$ cat src/rtl/pla_field_decoder_pipe.sv
`timescale 1ns/1ps
// Multi-field one-hot decoder with per-field enable/force, feeding a 2-entry
// valid/ready buffer and a saturating count of delivered words.
module pla_field_decoder_pipe #(
  parameter  int NUM_FIELDS = 4,
  parameter  int FIELD_W    = 4,
  parameter  int CNT_W      = 16,
  localparam int IN_W       = NUM_FIELDS * FIELD_W,
  localparam int GRP        = 1 << FIELD_W,
  localparam int OUT_W      = NUM_FIELDS * GRP
) (
  input  logic                  clk,
  input  logic                  rst_n,
  input  logic                  in_valid,
  output logic                  in_ready,
  input  logic [IN_W-1:0]       in_word,
  input  logic [NUM_FIELDS-1:0] in_en,
  input  logic [NUM_FIELDS-1:0] in_force,
  output logic                  out_valid,
  input  logic                  out_ready,
  output logic [OUT_W-1:0]      out_onehot,
  output logic [NUM_FIELDS-1:0] out_any,
  output logic [CNT_W-1:0]      word_count,
  input  logic                  clear_count
);

  // Handshake: a word moves on any edge where valid && ready; in_ready
  // depends only on occupancy, so a full buffer never refills in the pop cycle.
  localparam int ENT_W = OUT_W + NUM_FIELDS;

  logic [ENT_W-1:0]      mem_q [2];
  logic [ENT_W-1:0]      mem_d [2];
  logic                  rd_ptr_q, rd_ptr_d;
  logic                  wr_ptr_q, wr_ptr_d;
  logic [1:0]            occ_q, occ_d;
  logic [CNT_W-1:0]      word_count_q, word_count_d;

  logic [OUT_W-1:0]      dec_onehot;
  logic [NUM_FIELDS-1:0] dec_any;
  logic [GRP-1:0]        grp;
  logic [FIELD_W-1:0]    code;
  logic [ENT_W-1:0]      head;
  logic                  push, pop;

  // Force beats enable, enable beats the all-zero default.
  always_comb begin
    dec_onehot = '0;
    dec_any    = '0;
    grp        = '0;
    code       = '0;
    for (int f = 0; f < NUM_FIELDS; f++) begin
      code = in_word[f*FIELD_W +: FIELD_W];
      if (in_force[f])   grp = GRP'(1);
      else if (in_en[f]) grp = GRP'(1) << code;
      else               grp = '0;
      dec_onehot[f*GRP +: GRP] = grp;
      dec_any[f]               = |grp;
    end
  end

  assign in_ready  = (occ_q != 2'd2);
  assign out_valid = (occ_q != 2'd0);
  assign push      = in_valid && in_ready;
  assign pop       = out_valid && out_ready;
  assign head      = mem_q[rd_ptr_q];

  assign out_onehot = out_valid ? head[ENT_W-1:NUM_FIELDS] : '0;
  assign out_any    = out_valid ? head[NUM_FIELDS-1:0]     : '0;
  assign word_count = word_count_q;

  always_comb begin
    mem_d = mem_q;
    if (push) mem_d[wr_ptr_q] = {dec_onehot, dec_any};
    wr_ptr_d = wr_ptr_q ^ push;
    rd_ptr_d = rd_ptr_q ^ pop;
    occ_d    = occ_q + {1'b0, push} - {1'b0, pop};
  end

  always_comb begin
    word_count_d = word_count_q;
    if (clear_count)                        word_count_d = '0;
    else if (pop && (word_count_q != '1))   word_count_d = word_count_q + 1'b1;
  end

  always_ff @(posedge clk or negedge rst_n) begin
    if (!rst_n) begin
      mem_q[0]     <= '0;
      mem_q[1]     <= '0;
      rd_ptr_q     <= 1'b0;
      wr_ptr_q     <= 1'b0;
      occ_q        <= 2'd0;
      word_count_q <= '0;
    end else begin
      mem_q[0]     <= mem_d[0];
      mem_q[1]     <= mem_d[1];
      rd_ptr_q     <= rd_ptr_d;
      wr_ptr_q     <= wr_ptr_d;
      occ_q        <= occ_d;
      word_count_q <= word_count_d;
    end
  end

endmodule
$ cat config.mk
export PLATFORM = sky130hd
export DESIGN_NAME = pla_field_decoder_pipe
export DESIGN_NICKNAME = d
export VERILOG_FILES = /design/src/rtl/pla_field_decoder_pipe.sv
export SDC_FILE = /design/constraint.sdc
export NUM_CORES = 1
export LEC_CHECK = 0
export ABC_AREA = 0
export BUFFER_PORTS_ARGS = -buffer_cell sky130_fd_sc_hd__clkbuf_2
export CAP_MARGIN = 20
export CORE_ASPECT_RATIO = 1.75
export CORE_MARGIN = 1.5
export CORE_UTILIZATION = 40
export DETAILED_ROUTE_END_ITERATION = 10
export PLACE_DENSITY = 0.55
export SETUP_SLACK_MARGIN = 0.1
export SYNTH_ARGS = -nofsm -noshare
export SYNTH_HDL_FRONTEND = slang
export SYNTH_SLANG_ARGS = --single-unit
$ cat constraint.sdc
create_clock -name clk -period 5.1 [get_ports clk]
set_input_delay 0.51 -clock clk [delete_from_list [all_inputs] [get_ports clk]]
set_output_delay 0.51 -clock clk [all_outputs]
set_load 0.01 [all_outputs]
==> flow_summary.ini <==
[sta]
timing.fmax_mhz = 330
relSlewSlack_pct = 28.8
period_needed_ns = 3.03
fin_ws_ns = 2.07
rsz0062_at_grt = no
worst_slew_pin_slew_ns = 1.07
timing_hold_violations_final = 0
fin_hold_ws_ns = 0.0453
min_period_over_period_pct = 59.5
final-setup-viol-count = 0
fin_skew_ns = 0.00800
tns_ns = 0
final-max-slew-violation-count = 0

[power]
ir_drop_uv = 183
p_leak_nw = 4.54
power.density_nw_per_um2 = 432
p_total_w = 0.00390

[worst_setup_path]
cp_data_arrival_time_ns = 2.52
endpoint_kind = output pin
path_class = flip-flop to output pin
setup.worst_path.start_class = flip-flop
required_ns = 4.59
critPathMaxFanout = 41

[floorplanning]
die_w_um = 107
start_util_pct = 40.9
ios = 115
die_h_um = 186
num_rows = 66
dieArea_um2 = 19900
coreArea_um2 = 18700

[place]
gp_congestion = 0.773
port_buffers = 114
place_inst = 1004
pre_cts_ws_ns = 2.45
dpl.hpwl_um = 12400

[route]
first_iter_violations = 210
drt_first_pass_iters = 7
totalWireLength_um = 18300
viasPerCell = 5.29
drcViolationCount = 0
vias = 5477
ant_nets = 0
wl_per_cell_um = 17.7

[clock_tree]
path_clk_slew_ns = 0.06
ctsHoldBuffers = 0
cts-resized-gates = 0
cts.htree.levels = 4
clock_latency_ns = 0.43
cts_setup_buffers = 0
cts_tree = yes
cts_buffers = 17
cts_root_buffer = clkbuf_16
clockBufferDepth = 2
clock-sinks = 156

[logic_synthesis]
yosys.area_share.simple_pct = 15.1
ys_types = 40
synth_xor_area_share_pct = 0.344
synth_top_family_by_area = multiplexers
syn_area_um2 = 7630
synthesis.nets = 716
synth_cells = 682
synth-edff-count = 0
ys.flop_type = dfrtp_1
synth-seq-area-share_pct = 51.2
synthMuxAreaShare_pct = 27.1
syn_area_per_cell_um2 = 11.2
yosys.area_share.adder_pct = 0.820
synth-seq-cells = 156
async_flop_share_pct = 100
synth_compound_area_share_pct = 3.13
yosys_warnings = 0

[hold_path]
hold_class = input pin to async pin

[cells_and_area]
fin_cells = 1035
nNetsFinal = 820
areaGrowthSynthToFinish_pct = 18.2
diodes = 0
layout-drive-gt1-share_pct = 35.4

[grt]
overflow = 0
grt_start_max_net_pins = 77
antenna_found_initial = 0
grt.total_usage_pct = 19.5
grt_pass1_vias = 5624
grt_pass1_wl_um = 29600

[run]
drv_cap = 0

[status]
outcome = complete, no violations
[cells in the final DEF (no fill, tap or decap), drive strengths merged]
| cell type | count |
|---|---|
| dfrtp | 156 |
| nor2 | 149 |
| clkbuf | 137 |
| mux2 | 122 |
| mux2i | 69 |
| a21oi | 25 |
| nor3 | 20 |
| nand2 | 14 |
| nand2b | 12 |
| nand3 | 12 |
| nand3b | 7 |
| nor2b | 6 |
| or3 | 6 |
| buf | 6 |
| inv | 5 |
| a31oi | 5 |
| o21ai | 5 |
| and4 | 5 |
| ha | 5 |
| o31ai | 4 |
| clkinv | 4 |
| nand4 | 4 |
| or4 | 3 |
| xnor2 | 2 |
| and3 | 2 |
| o21ba | 2 |
| clkinvlp | 2 |
| bufinv | 2 |
| and2 | 1 |
| xor2 | 1 |
| nor4b | 1 |
| nor3b | 1 |
| nor4 | 1 |
| o21bai | 1 |
[per-stage QoR]
| step | cell area (um2) | util [%] |
|---|---|---|
| finish | 9020 | 48.3 |
| global route | 9020 | 48.3 |
| CTS | 9000 | 48.2 |
| detailed placement | 8410 | 45.1 |
| global placement | 8410 | 45.1 |
| floorplan | 7630 | - |
[routing by layer]
metal  vias to the layer above  track usage (%)  part of all wire [%]
met3                        25             3.85                   3.2
met1                      2757             21.1                    40
li1                       2576                -                     -
met5                         -                0                     0
met4                         0             7.53                   2.0
met2                       119             36.7                    55
[cell type report]
type / instances / area, um2
fill: 1785 / 9650
clock inverter: 6 / 85.1
inverter: 7 / 32.5
timing repair buffer: 119 / 627
clock buffer: 24 / 502
sequential: 156 / 3910
multi-input combinational: 485 / 3570
tap: 238 / 298
[registers in the layout (all words and copies together) (netlist names)]
register / flops
rd_ptr_q: 1
occ_q: 2
word_count: 16
mem_q: 136
wr_ptr_q: 1
[cells in the mapped netlist (6+ instances only)]
| cell type | count | area, um2 |
|---|---|---|
| buf_2 | 13 | 65.1 |
| nor2_1 | 148 | 556 |
| or3_1 | 6 | 37.5 |
| dfrtp_1 | 156 | 3900 |
| nor2b_1 | 6 | 37.5 |
| a21oi_1 | 25 | 125 |
| mux2i_1 | 69 | 691 |
| buf_1 | 15 | 56.3 |
| nand2_1 | 13 | 48.8 |
| nand3_1 | 12 | 60.1 |
| nand3b_1 | 7 | 52.6 |
| nor3_1 | 20 | 100 |
| mux2_2 | 122 | 1370 |
| nand2b_1 | 12 | 75.1 |
[final timing paths]
path	startpoint	to	slack (ns)	cells past startpoint
max in group asynchronous	rst_n	mem_q[112]$_DFFE_PN0P_	3.75	2
hold reg to reg	mem_q[23]$_DFFE_PN0P_	mem_q[23]$_DFFE_PN0P_	0.50	1
setup reg to reg	occ_q[1]$_DFF_PN0_	occ_q[1]$_DFF_PN0_	2.70	9
hold / removal	rst_n	mem_q[15]$_DFFE_PN0P_	0.05	1
setup / recovery	rd_ptr_q$_DFF_PN0_	out_onehot[42]	2.07	4
min in group clk	in_en[0]	mem_q[68]$_DFFE_PN0P_	0.42	3
[critical path: stages, from the launching register on]
cell and delay, ns:
dfrtp_4 0.93, buf_4 0.59, mux2i_1 0.33, nor2_1 0.07, clkbuf_2 0.16
[power by group]
part	switching (W)	total [W]	internal (W)
Clock	0.000482	0.00126	0.000778
Combinational	0.000619	0.00109	0.000471
Sequential	0.000170	0.00155	0.00138
Total	0.00127	0.00390	0.00263
[cells by family after synthesis]
kind of cell | count (synthesis)
flip-flops | 156
multiplexers | 191
adder cells (fa/ha/maj) | 5
AND/OR/NAND/NOR | 244
buffers and inverters | 41
XOR/XNOR | 3
AO/OA/AOI/OAI | 42
Power figures use the tool's default switching activity.
